File: config.mk
export PLATFORM = sky130hd
export DESIGN_NAME = rv_test_ctrl
export DESIGN_NICKNAME = d
export VERILOG_FILES = /design/src/rtl/rv_test_ctrl.sv
export SDC_FILE = /design/constraint.sdc
export NUM_CORES = 1
export LEC_CHECK = 0
export ABC_AREA = 1
export BUFFER_PORTS_ARGS = -buffer_cell sky130_fd_sc_hd__buf_2
export CAP_MARGIN = 20
export CORE_AREA = 10 10 139 141
export CTS_BUF_LIST = sky130_fd_sc_hd__clkbuf_16
export CTS_CLUSTER_SIZE = 28
export DETAILED_ROUTE_END_ITERATION = 10
export DIE_AREA = 0 0 149 151
export HOLD_SLACK_MARGIN = 0.1
export SYNTH_ARGS = -nofsm -noshare
export SYNTH_HDL_FRONTEND = slang
export SYNTH_SLANG_ARGS = --single-unit
File: constraint.sdc
create_clock -name clk -period 2.91 [get_ports clk]
set_input_delay 0.1455 -clock clk [delete_from_list [all_inputs] [get_ports clk]]
set_output_delay 0.1455 -clock clk [all_outputs]
set_load 0.01 [all_outputs]
File: src/rtl/rv_test_ctrl.sv
`default_nettype none
// ============================================================================
//  Module      : rv_test_ctrl
//  Description : Test harness controller for a RISC-V core. It streams a
//                program image into memory and presets the register file
//                (x2 = SP_INIT, x3 = GP_INIT, all others 0). It then releases
//                the core from reset and runs it until a tohost store or a
//                cycle timeout ends the run.
//                Optional feature macro: RV_TEST_CTRL_TOHOST_EN
//                  defined   -> a store to TOHOST_ADDR ends the run and sets
//                               pass to (store data == 1).
//                  undefined -> the st_* ports are ignored and the run ends
//                               only by timeout.
//  Revision    : 1.0 - initial release
// ============================================================================
module rv_test_ctrl #(
    parameter int                XLEN        = 64,
    parameter int                REGS        = 32,
    parameter int                MEM_WORDS   = 5000,
    parameter int                RUN_CYCLES  = 4000,
    parameter logic [XLEN-1:0]   SP_INIT     = 64'h7ffffff0,
    parameter logic [XLEN-1:0]   GP_INIT     = 64'h10000000,
    parameter logic [XLEN-1:0]   TOHOST_ADDR = 64'h80001000,
    localparam int               AW          = $clog2(MEM_WORDS)
) (
    input  logic            clk,
    input  logic            rst_n,

    input  logic            ld_valid,
    output logic            ld_ready,
    input  logic            ld_last,
    input  logic [XLEN-1:0] ld_data,

    output logic            mem_we,
    output logic [AW-1:0]   mem_addr,
    output logic [XLEN-1:0] mem_wdata,

    output logic            rf_we,
    output logic [4:0]      rf_addr,
    output logic [XLEN-1:0] rf_wdata,

    output logic            core_rst_n,

    input  logic            st_valid,
    input  logic [XLEN-1:0] st_addr,
    input  logic [XLEN-1:0] st_data,

    output logic            done,
    output logic            pass,
    output logic            timeout,
    output logic            overflow,
    output logic [31:0]     cycle_count
);

    typedef enum logic [1:0] {
        S_LOAD   = 2'd0,
        S_PRESET = 2'd1,
        S_RUN    = 2'd2,
        S_DONE   = 2'd3
    } state_t;

    localparam logic [AW-1:0] c_last_idx = AW'(MEM_WORDS - 1);
    localparam logic [4:0]    c_last_rf  = 5'(REGS - 1);
    localparam logic [31:0]   c_last_cyc = 32'(RUN_CYCLES - 1);

    state_t          r_state;
    state_t          w_next_state;
    logic            r_armed;
    logic [AW-1:0]   r_idx;
    logic [4:0]      r_rf_idx;
    logic [31:0]     r_cycles;
    logic            r_done;
    logic            r_pass;
    logic            r_timeout;
    logic            r_overflow;

    logic            w_accept;
    logic            w_rf_last;
    logic            w_st_hit;
    logic            w_tohost_hit;
    logic            w_tohost_pass;
    logic            w_fin_overflow;
    logic            w_fin_timeout;
    logic            w_fin_tohost;

    // A word is taken only once the controller is armed, which keeps ld_ready low during reset
    assign w_accept  = ld_valid && r_armed && (r_state == S_LOAD);
    assign w_rf_last = (r_rf_idx == c_last_rf);
    assign w_st_hit  = st_valid && (st_addr == TOHOST_ADDR);

`ifdef RV_TEST_CTRL_TOHOST_EN
    assign w_tohost_hit  = w_st_hit;
    assign w_tohost_pass = (st_data == XLEN'(1));
`else
    // Store monitor is present but has no effect in this build
    logic w_unused_st;
    assign w_unused_st   = w_st_hit ^ (^st_data);
    assign w_tohost_hit  = 1'b0;
    assign w_tohost_pass = 1'b0;
`endif

    // State register
    always_ff @(posedge clk or negedge rst_n) begin
        if (!rst_n) begin
            r_state <= S_LOAD;
        end else begin
            r_state <= w_next_state;
        end
    end

    // Next-state logic, handshake and write enables, run-end events
    always_comb begin
        w_next_state   = r_state;
        ld_ready       = 1'b0;
        mem_we         = 1'b0;
        rf_we          = 1'b0;
        core_rst_n     = 1'b0;
        w_fin_overflow = 1'b0;
        w_fin_timeout  = 1'b0;
        w_fin_tohost   = 1'b0;
        case (r_state)
            S_LOAD: begin
                ld_ready = r_armed;
                mem_we   = w_accept;
                if (w_accept) begin
                    if (ld_last) begin
                        w_next_state = S_PRESET;
                    end else if (r_idx == c_last_idx) begin
                        // Memory full without a final word: stop, never wrap
                        w_next_state   = S_DONE;
                        w_fin_overflow = 1'b1;
                    end
                end
            end
            S_PRESET: begin
                rf_we = 1'b1;
                if (w_rf_last) begin
                    w_next_state = S_RUN;
                end
            end
            S_RUN: begin
                core_rst_n = 1'b1;
                // A tohost store in the final cycle takes precedence over timeout
                if (w_tohost_hit) begin
                    w_next_state = S_DONE;
                    w_fin_tohost = 1'b1;
                end else if (r_cycles == c_last_cyc) begin
                    w_next_state  = S_DONE;
                    w_fin_timeout = 1'b1;
                end
            end
            S_DONE: begin
                w_next_state = S_DONE;
            end
            default: begin
                w_next_state = S_LOAD;
            end
        endcase
    end

    // Arm the load port on the first clock after reset release
    always_ff @(posedge clk or negedge rst_n) begin
        if (!rst_n) begin
            r_armed <= 1'b0;
        end else begin
            r_armed <= 1'b1;
        end
    end

    // Image word index; holds at the last slot on overflow
    always_ff @(posedge clk or negedge rst_n) begin
        if (!rst_n) begin
            r_idx <= '0;
        end else if (w_accept && !ld_last && (r_idx != c_last_idx)) begin
            r_idx <= r_idx + AW'(1);
        end
    end

    // Register-file preset index, stepping through x0..x(REGS-1)
    always_ff @(posedge clk or negedge rst_n) begin
        if (!rst_n) begin
            r_rf_idx <= '0;
        end else if ((r_state == S_PRESET) && !w_rf_last) begin
            r_rf_idx <= r_rf_idx + 5'd1;
        end
    end

    // Core cycle counter: counts every RUN cycle, saturating at all ones
    always_ff @(posedge clk or negedge rst_n) begin
        if (!rst_n) begin
            r_cycles <= '0;
        end else if ((r_state == S_RUN) && (r_cycles != 32'hFFFF_FFFF)) begin
            r_cycles <= r_cycles + 32'd1;
        end
    end

    // Run status, latched on the single transition into DONE
    always_ff @(posedge clk or negedge rst_n) begin
        if (!rst_n) begin
            r_done     <= 1'b0;
            r_pass     <= 1'b0;
            r_timeout  <= 1'b0;
            r_overflow <= 1'b0;
        end else if (w_fin_overflow || w_fin_timeout || w_fin_tohost) begin
            r_done     <= 1'b1;
            r_pass     <= w_fin_tohost && w_tohost_pass;
            r_timeout  <= w_fin_timeout;
            r_overflow <= w_fin_overflow;
        end
    end

    // Preset value for the register currently being written
    always_comb begin
        rf_wdata = '0;
        if (r_rf_idx == 5'd2) begin
            rf_wdata = SP_INIT;
        end else if (r_rf_idx == 5'd3) begin
            rf_wdata = GP_INIT;
        end
    end

    assign mem_addr    = r_idx;
    assign mem_wdata   = ld_data;
    assign rf_addr     = r_rf_idx;
    assign done        = r_done;
    assign pass        = r_pass;
    assign timeout     = r_timeout;
    assign overflow    = r_overflow;
    assign cycle_count = r_cycles;

endmodule
`default_nettype wire

==> impl_metrics.toml <==
[status]
run_status = "finished, final reports clean"

[floorplan]
core_area_um2 = 16500
initial_core_util = 0.280
dieArea_um2 = 22500
row_count = 47
die_x_um = 149
ios = 383
die_h_um = 151

[logic_synthesis]
netlist_area_um2 = 4600
ys_types = 27
yosys.area.top_type_share = 0.304
synth_top_cell_by_area = "dfrtp_1"
syn_area_per_cell_um2 = 6.84
synth_area_leaders = "dfrtp_1 (30%), buf_4 (21%), nand2_1 (18%)"
synth_seq_area_share = 0.304
synth_seq_cells = 56
ys_warn_count = 0
postSynthCellCount = 673

[worst_setup_path]
critPathKind = "reg2reg"
critical_path.startpoint_type = "flip-flop"
endpoint_kind = "flip-flop"
path_cells = "ha_1 > inv_1 > nor2_4 > nand2_4 > nor2_4 > nand2_4 > nand2_8 > inv_6 > nand2_1 > nand2_1"
cp.required_ns = 3.10
path_max_fanout = 30
cp.arrival_ns = 2.06
slowest_delay_ns = 0.40
slowest_stage = "dfrtp_1"

[global_route]
grt_start_max_net_pins = 32
grt_pass1_wl_um = 18500
antenna_found_initial = 0
grt_pass1_vias = 3653
grtUsageTotal = 0.100
grt.overflow.total = 0

[power_and_ir_drop]
power.share.switching = 0.231
seqPwrFrac = 0.547
p_switching_uw = 329
clock_power_share = 0.420
p_leak_uw = 0.00240
internal_power_uw = 1100
ir_drop_mv = 0.236
p_per_area_nw_per_um2 = 308
comb_power_share = 0.033

[routing]
remaining_drc_errors = 0
drtPass1Iterations = 4
routed_wl_um = 11500
drtIter0Drc = 207
ant_nets = 0
wl_per_cell_um = 12.8
vias = 3646
viasPerCell = 4.06

[timing]
tns_ns = 0
finalHoldViolCount = 0
period_needed_ns = 1.88
slew_viol_final = 0
worst_pin_slew_ns = 0.736
setup_viol = 0
slew_headroom = 0.509
period_share = 0.645
clock_skew_ns = 0.00570
rsz0062_at_grt = "false"
fmax_mhz = 533

[finish]
utilization = 0.281
n_fill_cell = 1862
multi_input_area_um2 = 2100
final_common_cell = "nand2_1"
fin_nets = 878
final_cell_mix = "nand2_1 (224), buf_2 (87), nor2_1 (83)"
seqCellArea_um2 = 1400
final_area_um2 = 4620
instances_no_fill = 897
area_growth_pct = 0.353
drive_above_1_share = 0.176
antenna_cells = 0

[clock_tree]
cts_setup_buffers = 0
ctsResizeCount = 0
hold_buffers = 2
cts.sink_count = 56
root_buffer = "clkbuf_16"
cts_max_level = 2
cts_tree = "yes"
cts.path.max_buffers = 2
clk_latency_ns = 0.30
cts_buffers = 5
clk_pin_slew_ns = 0.07

[placed_design]
dpl.hpwl_um = 9090
gp_congestion = 0.873
io_buffers = 87
post_dp_cell_area_um2 = 4460
placed_cells = 887

[flow_run]
maxCapViolCount = 0

[worst_hold_path]
hold_class = "in2out"
-- synth_stat cells --
cell type    n
dfrtp_1     56
nand2_4      2
buf_4      127
xnor2_1     10
nor2_4       3
inv_1       56
a21boi_0     1
nand4_1      3
ha_1         5
buf_6        5
buf_2        2
conb_1       2
nand3b_1     1
nor2_2       3
nand2_2      7
o21ai_2      5
o21ai_0     24
nor2_1      83
inv_6        1
nand2_1    224
nor3_1       7
xor2_1      13
a21oi_1      2
mux2_2       1
or3_1        1
nand2_8      1
nand3_1     28
-- sequential cells by signal, indices dropped and copies added, names as in the netlist --
| register | flops |
|---|---|
| rf_addr | 5 |
| r_state | 2 |
| timeout | 1 |
| cycle_count | 32 |
| overflow | 1 |
| r_armed | 1 |
| mem_addr | 13 |
| done | 1 |
-- worst paths after layout --
path | from | end | slack [ns] | cells after the start
max | cycle_count[0]$_DFFE_PN0P_ | cycle_count[21]$_DFFE_PN0P_ | 1.03 | 10
max in group asynchronous | rst_n | cycle_count[27]$_DFFE_PN0P_ | 1.78 | 3
min in group asynchronous | rst_n | cycle_count[4]$_DFFE_PN0P_ | 0.44 | 2
max reg2reg | cycle_count[0]$_DFFE_PN0P_ | cycle_count[21]$_DFFE_PN0P_ | 1.03 | 10
min reg2reg | done$_DFFE_PN0P_ | done$_DFFE_PN0P_ | 0.47 | 2
min | ld_data[12] | mem_wdata[12] | 0.29 | 0
-- per-stage QoR --
stage	hold WS, ns	setup WS [ns]	total power [uW]
finish	0.291	1.03	1420
global route	0.291	0.815	1480
CTS	0.291	1.00	1450
detailed placement	0.263	1.01	838
global placement	0.258	1.04	838
floorplan	-0.150	0.753	945
-- routing by layer --
layer | vias up | wire length (um) | part of all wire | track usage
met1 | 1629 | 4970 | 0.43 | 0.117
met3 | 14 | 989 | 0.086 | 0.0382
met5 | - | 0 | 0 | 0
met4 | 0 | 110 | 0.0096 | 0.0221
met2 | 118 | 5430 | 0.47 | 0.172
li1 | 1885 | - | - | -
-- power groups by stage --
stage / registers, uW / logic (uW) / clock network (uW)
floorplan: 794 / 151 / 0
global placement: 794 / 43.6 / 0
detailed placement: 794 / 44.1 / 0
CTS: 778 / 46.0 / 622
global route: 778 / 54.2 / 647
finish: 778 / 46.8 / 599
-- cell type report --
| cell class | instances | area share |
|---|---|---|
| Multi-Input combinational cell | 463 | 0.455 |
| Sequential cell | 56 | 0.303 |
| Timing Repair Buffer | 93 | 0.105 |
| Tap cell | 220 | 0.0596 |
| Inverter | 57 | 0.0474 |
| Clock buffer | 5 | 0.0271 |
| Clock inverter | 3 | 0.00244 |
-- kinds of logic (layout without fill, tap and decap cells) --
logic type	count (synthesis)	after routing	share of synthesized area
multiplexers	1	1	0.00245
adder cells (fa/ha/maj)	5	5	0.0136
flip-flops	56	56	0.304
AO/OA/AOI/OAI	32	32	0.0394
other	2	39	0.00163
buffers and inverters	191	158	0.269
AND/OR/NAND/NOR	363	363	0.326
XOR/XNOR	23	23	0.0438
-- critical path: cells and delay by family, from the launching register on --
family	cells	cell delay [ns]
and+or+nand+nor	7	0.91
DFF	1	0.40
buffers and inverters	2	0.23
adders and majority gates	1	0.22
Power figures use the tool's default switching activity.
